$ cat src/rtl/cu_fsm_pkg.sv
// Shared types and constants for the OTTER multicycle control unit.
// Optional illegal-opcode trap is enabled with CU_FSM_ILLEGAL_TRAP_EN.
package cu_fsm_pkg;

   typedef enum logic [2:0] {
      ST_INIT,
      ST_FETCH,
      ST_EXEC,
      ST_WRITEBACK,
      ST_INTR
   } state_t;

   localparam logic [6:0] OP_RTYPE  = 7'b0110011;
   localparam logic [6:0] OP_ITYPE  = 7'b0010011;
   localparam logic [6:0] OP_LOAD   = 7'b0000011;
   localparam logic [6:0] OP_STORE  = 7'b0100011;
   localparam logic [6:0] OP_BRANCH = 7'b1100011;
   localparam logic [6:0] OP_JAL    = 7'b1101111;
   localparam logic [6:0] OP_JALR   = 7'b1100111;
   localparam logic [6:0] OP_LUI    = 7'b0110111;
   localparam logic [6:0] OP_AUIPC  = 7'b0010111;
   localparam logic [6:0] OP_SYSTEM = 7'b1110011;

   localparam logic [2:0] FUNCT3_PRIV = 3'b000;

   localparam int WAIT_W = 4;

endpackage

$ cat src/rtl/cu_wait_cnt.sv
// Wait-state up-counter shared by the fetch and load waits; done flags
// that the count has reached the current limit.
module cu_wait_cnt #(
   parameter int W = 4
) (
   input  logic         clk,
   input  logic         rst,
   input  logic         clr,
   input  logic         en,
   input  logic [W-1:0] limit,
   output logic         done
);

   logic [W-1:0] count;

   always_ff @(posedge clk or posedge rst) begin
      if (rst)
         count <= '0;
      else if (clr)
         count <= '0;
      else if (en)
         count <= count + 1'b1;
   end

   assign done = (count == limit);

endmodule

$ cat src/rtl/cu_fsm_irq.sv
// Multicycle OTTER control FSM with memory wait states, CSR/mret and interrupt entry.
// Define CU_FSM_ILLEGAL_TRAP_EN to trap unknown opcodes through ST_INTR.
module cu_fsm_irq
   import cu_fsm_pkg::*;
#(
   parameter int unsigned FETCH_WAIT = 0,
   parameter int unsigned LOAD_WAIT  = 0
) (
   input  logic       CLK,
   input  logic       RST,
   input  logic [6:0] ir6_0,
   input  logic [2:0] ir14_12,
   input  logic       intr,
   input  logic       mie,
   output logic       PCWrite,
   output logic       regWrite,
   output logic       memWE2,
   output logic       memRDEN1,
   output logic       memRDEN2,
   output logic       reset,
   output logic       csr_WE,
   output logic       int_taken,
   output logic       mret_exec
`ifdef CU_FSM_ILLEGAL_TRAP_EN
   ,
   output logic       illegal_op
`endif
);

   localparam logic [WAIT_W-1:0] FETCH_LIMIT = WAIT_W'(FETCH_WAIT);
   localparam logic [WAIT_W-1:0] LOAD_LIMIT  = WAIT_W'(LOAD_WAIT);

   state_t            state;
   state_t            next_state;
   logic              cnt_clr;
   logic              cnt_en;
   logic              cnt_done;
   logic              instr_done;
   logic [WAIT_W-1:0] cnt_limit;

   always_ff @(posedge CLK or posedge RST) begin
      if (RST)
         state <= ST_INIT;
      else
         state <= next_state;
   end

   // One counter serves both waits; the active state picks the limit.
   assign cnt_limit = (state == ST_FETCH) ? FETCH_LIMIT : LOAD_LIMIT;

   cu_wait_cnt #(.W(WAIT_W)) u_wait_cnt (
      .clk   (CLK),
      .rst   (RST),
      .clr   (cnt_clr),
      .en    (cnt_en),
      .limit (cnt_limit),
      .done  (cnt_done)
   );

   always_comb begin
      next_state = ST_INIT;
      cnt_clr    = 1'b0;
      cnt_en     = 1'b0;
      instr_done = 1'b0;
      PCWrite    = 1'b0;
      regWrite   = 1'b0;
      memWE2     = 1'b0;
      memRDEN1   = 1'b0;
      memRDEN2   = 1'b0;
      reset      = 1'b0;
      csr_WE     = 1'b0;
      int_taken  = 1'b0;
      mret_exec  = 1'b0;
`ifdef CU_FSM_ILLEGAL_TRAP_EN
      illegal_op = 1'b0;
`endif

      case (state)
         ST_INIT: begin
            reset      = 1'b1;
            cnt_clr    = 1'b1;
            next_state = ST_FETCH;
         end

         ST_FETCH: begin
            memRDEN1 = 1'b1;
            if (cnt_done) begin
               cnt_clr    = 1'b1;
               next_state = ST_EXEC;
            end else begin
               cnt_en     = 1'b1;
               next_state = ST_FETCH;
            end
         end

         ST_EXEC: begin
            instr_done = 1'b1;
            case (ir6_0)
               OP_RTYPE, OP_ITYPE, OP_JALR, OP_LUI, OP_AUIPC, OP_JAL: begin
                  PCWrite  = 1'b1;
                  regWrite = 1'b1;
               end
               OP_STORE: begin
                  PCWrite = 1'b1;
                  memWE2  = 1'b1;
               end
               OP_BRANCH: begin
                  PCWrite = 1'b1;
               end
               OP_LOAD: begin
                  instr_done = 1'b0;
                  memRDEN2   = 1'b1;
                  if (cnt_done) begin
                     cnt_clr    = 1'b1;
                     next_state = ST_WRITEBACK;
                  end else begin
                     cnt_en     = 1'b1;
                     next_state = ST_EXEC;
                  end
               end
               OP_SYSTEM: begin
                  PCWrite = 1'b1;
                  if (ir14_12 == FUNCT3_PRIV) begin
                     mret_exec = 1'b1;
                  end else begin
                     regWrite = 1'b1;
                     csr_WE   = 1'b1;
                  end
               end
               default: begin
`ifdef CU_FSM_ILLEGAL_TRAP_EN
                  illegal_op = 1'b1;
                  instr_done = 1'b0;
                  next_state = ST_INTR;
`else
                  PCWrite = 1'b1;
`endif
               end
            endcase
         end

         ST_WRITEBACK: begin
            PCWrite    = 1'b1;
            regWrite   = 1'b1;
            instr_done = 1'b1;
         end

         ST_INTR: begin
            int_taken  = 1'b1;
            PCWrite    = 1'b1;
            next_state = ST_FETCH;
         end

         default: begin
            next_state = ST_INIT;
         end
      endcase

      // Interrupts are only taken at an instruction boundary.
      if (instr_done) begin
         cnt_clr    = 1'b1;
         next_state = (intr && mie) ? ST_INTR : ST_FETCH;
      end
   end

endmodule

$ cat config.mk
export PLATFORM = sky130hd
export DESIGN_NAME = cu_fsm_irq
export DESIGN_NICKNAME = d
export VERILOG_FILES = /design/src/rtl/cu_fsm_pkg.sv /design/src/rtl/cu_wait_cnt.sv /design/src/rtl/cu_fsm_irq.sv
export SDC_FILE = /design/constraint.sdc
export NUM_CORES = 1
export LEC_CHECK = 0
export ABC_AREA = 1
export BUFFER_PORTS_ARGS = -buffer_cell sky130_fd_sc_hd__buf_2
export CORE_AREA = 2 2 39 41
export DETAILED_ROUTE_END_ITERATION = 12
export DIE_AREA = 0 0 41 43
export HOLD_SLACK_MARGIN = 0.12
export MAX_ROUTING_LAYER = met4
export PLACE_DENSITY = 0.72
export SLEW_MARGIN = 40
export SYNTH_ARGS = -nofsm -noshare
export SYNTH_HDL_FRONTEND = slang
export SYNTH_SLANG_ARGS = --single-unit
$ cat constraint.sdc
create_clock -name CLK -period 3 [get_ports CLK]
set_input_delay 0.6 -clock CLK [delete_from_list [all_inputs] [get_ports CLK]]
set_output_delay 0.6 -clock CLK [all_outputs]
set_load 0.01 [all_outputs]
# Word level (Yosys, flattened, before mapping)
# Cells that the tools add are included.
word_totals:
  regBits: 7
  inputBits: 14
  output_inout_bits: 9
  elab_cells: 57
op_classes:
  n_addsub: 1
  n_eq_ne: 13
  n_mux: 33
  n_reduce_logical: 8
ops:
  columns: ["cell", "count"]
  rows:
  - ["7-bit by 6-bit equality test with 1-bit output (second input constant)", 3]
  - ["7-bit equality test (second input constant)", 3]
  - ["1-bit 2-to-1 mux", 20]
  - ["7-bit by 5-bit equality test with 1-bit output (second input constant)", 2]
  - ["1-bit one-hot mux with 2 select lines", 5]
  - ["4-bit 2-to-1 mux", 2]
  - ["7-bit by 2-bit equality test with 1-bit output (second input constant)", 1]
  - ["3-bit by 2-bit equality test with 1-bit output (second input constant)", 2]
  - ["3-bit zero test", 2]
  - ["3-bit 2-to-1 mux", 2]
  - ["2-bit one-hot mux with 3 select lines", 1]
  - ["6-bit OR reduction", 1]
  - ["4-bit by 1-bit adder with 4-bit output (second input constant)", 1]
  - ["4-bit zero test", 1]
  - ["2-bit 2-to-1 mux", 2]
  - ["2-bit OR reduction", 2]
  - ["3-bit by 1-bit equality test with 1-bit output (second input constant)", 1]
  - ["3-bit equality test (second input constant)", 1]
  - ["1-bit one-hot mux with 3 select lines", 1]
  - ["2-bit nonzero test", 1]
  - ["1-bit logical AND", 1]

# Logic depth before layout (Yosys ltp)
logic_depth:
  word_depth: 6
  mapped_depth: 8
  mapped_depth_nobuf: 8

# Modules after synthesis
# Synthesis repeated with hierarchy kept, for this count alone.
hier_totals:
  hier_cells: 106
  area_unflattened_um2: 649.4
by_module_without_submodules:
  columns: ["mod", "n_inst", "cells_each", "area_per_inst_um2", "seq_area_each_um2"]
  rows:
  - ["cu_fsm_irq", 1, 71, 396.6, 75.1]
  - ["cu_wait_cnt", 1, 35, 252.7, 100.1]

# Worst setup path before layout
# Ideal clock, no wire load.
synth_timing:
  kind: "input port to output port"
  from: "input ir6_0[1]"
  to: "output memWE2"
  arrival_ns: 1.215
  required_ns: 2.400
  setup_slack_ns: 1.185
  path_stages: 4
  path_buffers: 0
  path_cell_list: "nand2_1 inv_1 nand2_1 nor4_1"
synth_via:
  elab_chain_len: 3
synth_lines:
  columns: ["element", "line", "rtl"]
  rows:
  - ["start, declared", "cu_fsm_irq.sv:11", "input logic [6:0] ir6_0,"]
  - ["7-bit by 6-bit equality test with 1-bit output", "cu_fsm_irq.sv:98", "case (ir6_0)"]
  - ["1-bit 2-to-1 mux", "cu_fsm_irq.sv:98", null]
  - ["1-bit 2-to-1 mux", "cu_fsm_irq.sv:78", "case (state)"]
  - ["end, declared", "cu_fsm_irq.sv:17", "output logic memWE2,"]
# No other way between the ends.

# Worst setup path after layout
layout_timing:
  from: "register state[2]"
  to: "output memWE2"
layout_via:
  elab_chain_len: 2
layout_lines:
  columns: ["element", "line", "rtl"]
  rows:
  - ["start, declared", "cu_fsm_irq.sv:33", "state_t state;"]
  - ["start signal, assigned", "cu_fsm_irq.sv:45", "state <= next_state;"]
  - ["3-bit by 2-bit equality test with 1-bit output", "cu_fsm_irq.sv:78", null]
  - ["1-bit 2-to-1 mux", "cu_fsm_irq.sv:78", null]
# No other way between the ends.

==> key figures <==
Route
  – M1 WL: 542 microns
  – DR iter-0 viols: 3
  – Router iterations before antenna repair: 4
  – Post-DR vias/cell: 4.69
  – Total Wirelength: 1160 microns
  – DR vias: 591
  – DR WL/cell: 9.17 microns
  – Met3 WL: 92 microns
  – Top routing layer in use: met4
  – DR WL met2: 512 microns
  – Drt drc: 0
  – Antenna viol nets, final: 0

Clock tree
  – Reg clk slew, reported paths: 0.05 ns
  – CTS tree: yes
  – Clock latency on the worst-skew pair: 0.24 ns
  – TritonCTS buffer count: 3
  – H-tree Lvls: 1
  – Post-CTS sizing: 0
  – Hold_buf cts: 0
  – Clock buffer depth: 2
  – Post-CTS Setup Inserts: 0
  – Clk sinks: 7
  – CTS root buffer: clkbuf_4

Placement
  – RePlAce Congestion: 0.775
  – Port Buf Inserts: 22
  – Post-detail-place hpwl: 964 microns

Synth
  – Asr flop ratio synth: 100%
  – Synth top area share: 30.6%
  – Flip-flop and latch count after synthesis: 7
  – Post-synth top cells: inv_1 (16), nor2_1 (15), nand2_1 (14)
  – Most common cell in the netlist: inv_1
  – Gate count of the mapped netlist: 84
  – EDFF count, synth: 0
  – Count of cell types in the netlist: 22
  – Syn Area/Cell: 6.81 sq um
  – Largest area contributor in the netlist: dfrtp_1
  – Synth area leaders: dfrtp_1 (31%), inv_1 (11%), nor2_1 (9.8%)
  – Syn Nets: 100
  – Synthesized area: 572 sq um
  – Syn. warnings: 0
  – Sequential area share after synthesis: 30.6%
  – Post-synth top flop: dfrtp_1

Die
  – I/O pins: 23
  – FP Rows: 14
  – Die height: 43 microns
  – Starting Density: 41.3%
  – Die Wd: 41 microns
  – Total die area: 0.00176 sq mm
  – Core box area: 0.00138 sq mm

Job
  – Max-Cap Viols: 0

Setup path
  – Slowest-stage cell, CP: dfrtp_1
  – Crit path arrival time: 1.47 ns
  – CP endpoint kind: primary output
  – Slowest Stage Delay on Critical Path: 0.46 ns
  – Largest delay share family, worst path: flip-flops
  – Worst Path Required: 2.40 ns
  – Most used cell, CP: inv_2
  – Buffers & Inverters on Critical Path: 3
  – Crit-path max FO: 6
  – Cells along the critical path: inv_2 > nand2_2 > nor2_2 > inv_2 > nor4_1 > buf_2
  – Crit path launch type: register
  – WS Path Type: reg2out

Power and ir drop
  – Pwr Density: 668 mW/mm^2
  – VDD IR-drop max: 0.000412 V
  – Leak: 0.407 nW
  – Pwr Total: 487 uW

Global routing
  – Largest net degree at the start of global routing: 8
  – Gr ovfl total: 0
  – Via count of the first global-routing pass: 502
  – First-pass GRT wire length: 1860 microns
  – Initial antenna violation count: 0
  – Global Route Usage Sum: 16.2%

Worst hold path
  – Min-delay worst type: in2async

STA
  – Final hold viol count: 0
  – Fmax: 483 MHz
  – Clk_skew: 0.00302 ns
  – Tightest Pin Transition: 0.282 ns
  – Unrepaired setup endpoints after global routing: no
  – Rel. slew slack: 81.2%
  – Final critical-path required period: 2.07 ns
  – Final Max Tran Viols: 0
  – Setup TNS Final: 0 ns
  – Final hold slack: 0.277 ns
  – Final setup viols: 0
  – Tcrit/Tclk final: 69.0%

Layout
  – Area Growth Syn to Fin: 27.4%
  – # diodes: 0
  – Fillers: 144
  – Share of cells above drive strength 1: 34.5%
  – Layout Nets: 127

Status
  – Status: finished clean
final cells by class:
cell class | count | area [sq um] | share of cell area, %
clock buffer | 4 | 26.3 | 3.61
inverter | 18 | 67.6 | 9.28
multi-input combinational | 59 | 329 | 45.2
sequential | 7 | 175 | 24.1
tap | 16 | 20.0 | 2.75
timing repair buffer | 22 | 110 | 15.1
worst reg2reg max path, stage by stage (launching register included):
cell and delay (ns):
dfrtp_1 0.41, inv_1 0.07, ha_1 0.19, nand2_1 0.12, nor2_1 0.06, nor2_2 0.13, nand3_2 0.12, nor2_1 0.10
worst paths after layout:
path | cells after the start | slack (ns) | to | from
max | 6 | 0.93 | memWE2 | state[2]
min | 2 | 0.28 | u_wait_cnt.count[0] | RST
max reg2reg | 7 | 1.74 | u_wait_cnt.count[3] | u_wait_cnt.count[0]
min reg2reg | 2 | 0.57 | u_wait_cnt.count[3] | u_wait_cnt.count[3]
max in group asynchronous | 2 | 2.50 | u_wait_cnt.count[2] | RST
min in group CLK | 2 | 0.57 | u_wait_cnt.count[3] | u_wait_cnt.count[3]
layout by cell type, fill, tap and decap left out:
master     n
o22ai_1    1
nor2_2     4
o21ai_0    2
o211ai_1   1
a21oi_1    1
clkbuf_1   1
nand2_4    1
buf_2     22
nor3_1     1
nand4_1    4
nand2_1   14
clkbuf_4   3
nand2_2    3
nor2_4     1
inv_2      2
nor4_1     1
nor2_1    15
mux2i_1    1
inv_1     16
nand3_2    2
ha_1       2
nand3_1    2
xor2_1     2
or2_1      1
dfrtp_1    7
cell families after synthesis:
kind of cell / synth area share (%)
xor+xnor: 3.06
flops: 30.6
fa+ha+maj: 4.38
mux: 1.75
buf+inv: 11.8
compound gates: 5.03
simple gates: 43.3
report_power, final:
| part | leakage (nW) | internal [mW] | switching, mW |
|---|---|---|---|
| combinational | 0.300 | 0.0993 | 0.157 |
| clock | 0.0150 | 0.0506 | 0.0322 |
| sequential | 0.0922 | 0.120 | 0.0271 |
| total | 0.407 | 0.270 | 0.216 |
state kept, by name, indices dropped and copies added, names as in the netlist:
name / cells
state: 3
u_wait_cnt.count: 4
stage by stage:
stage	cells	utilization, %	area (sq um)	worst slack (ns)
floorplan	84	-	572	1.19
global placement	122	50.7	702	0.979
detailed placement	122	50.7	702	0.972
CTS	126	52.6	728	0.899
global route	126	52.6	728	0.816
finish	126	52.6	728	0.930
routing by layer:
layer | vias up | track usage, %
met5 | - | -
met2 | 14 | 22.5
met3 | 2 | 8.38
met4 | 0 | 6.00
met1 | 264 | 19.5
li1 | 311 | -
(Power assumes the default switching activity.)
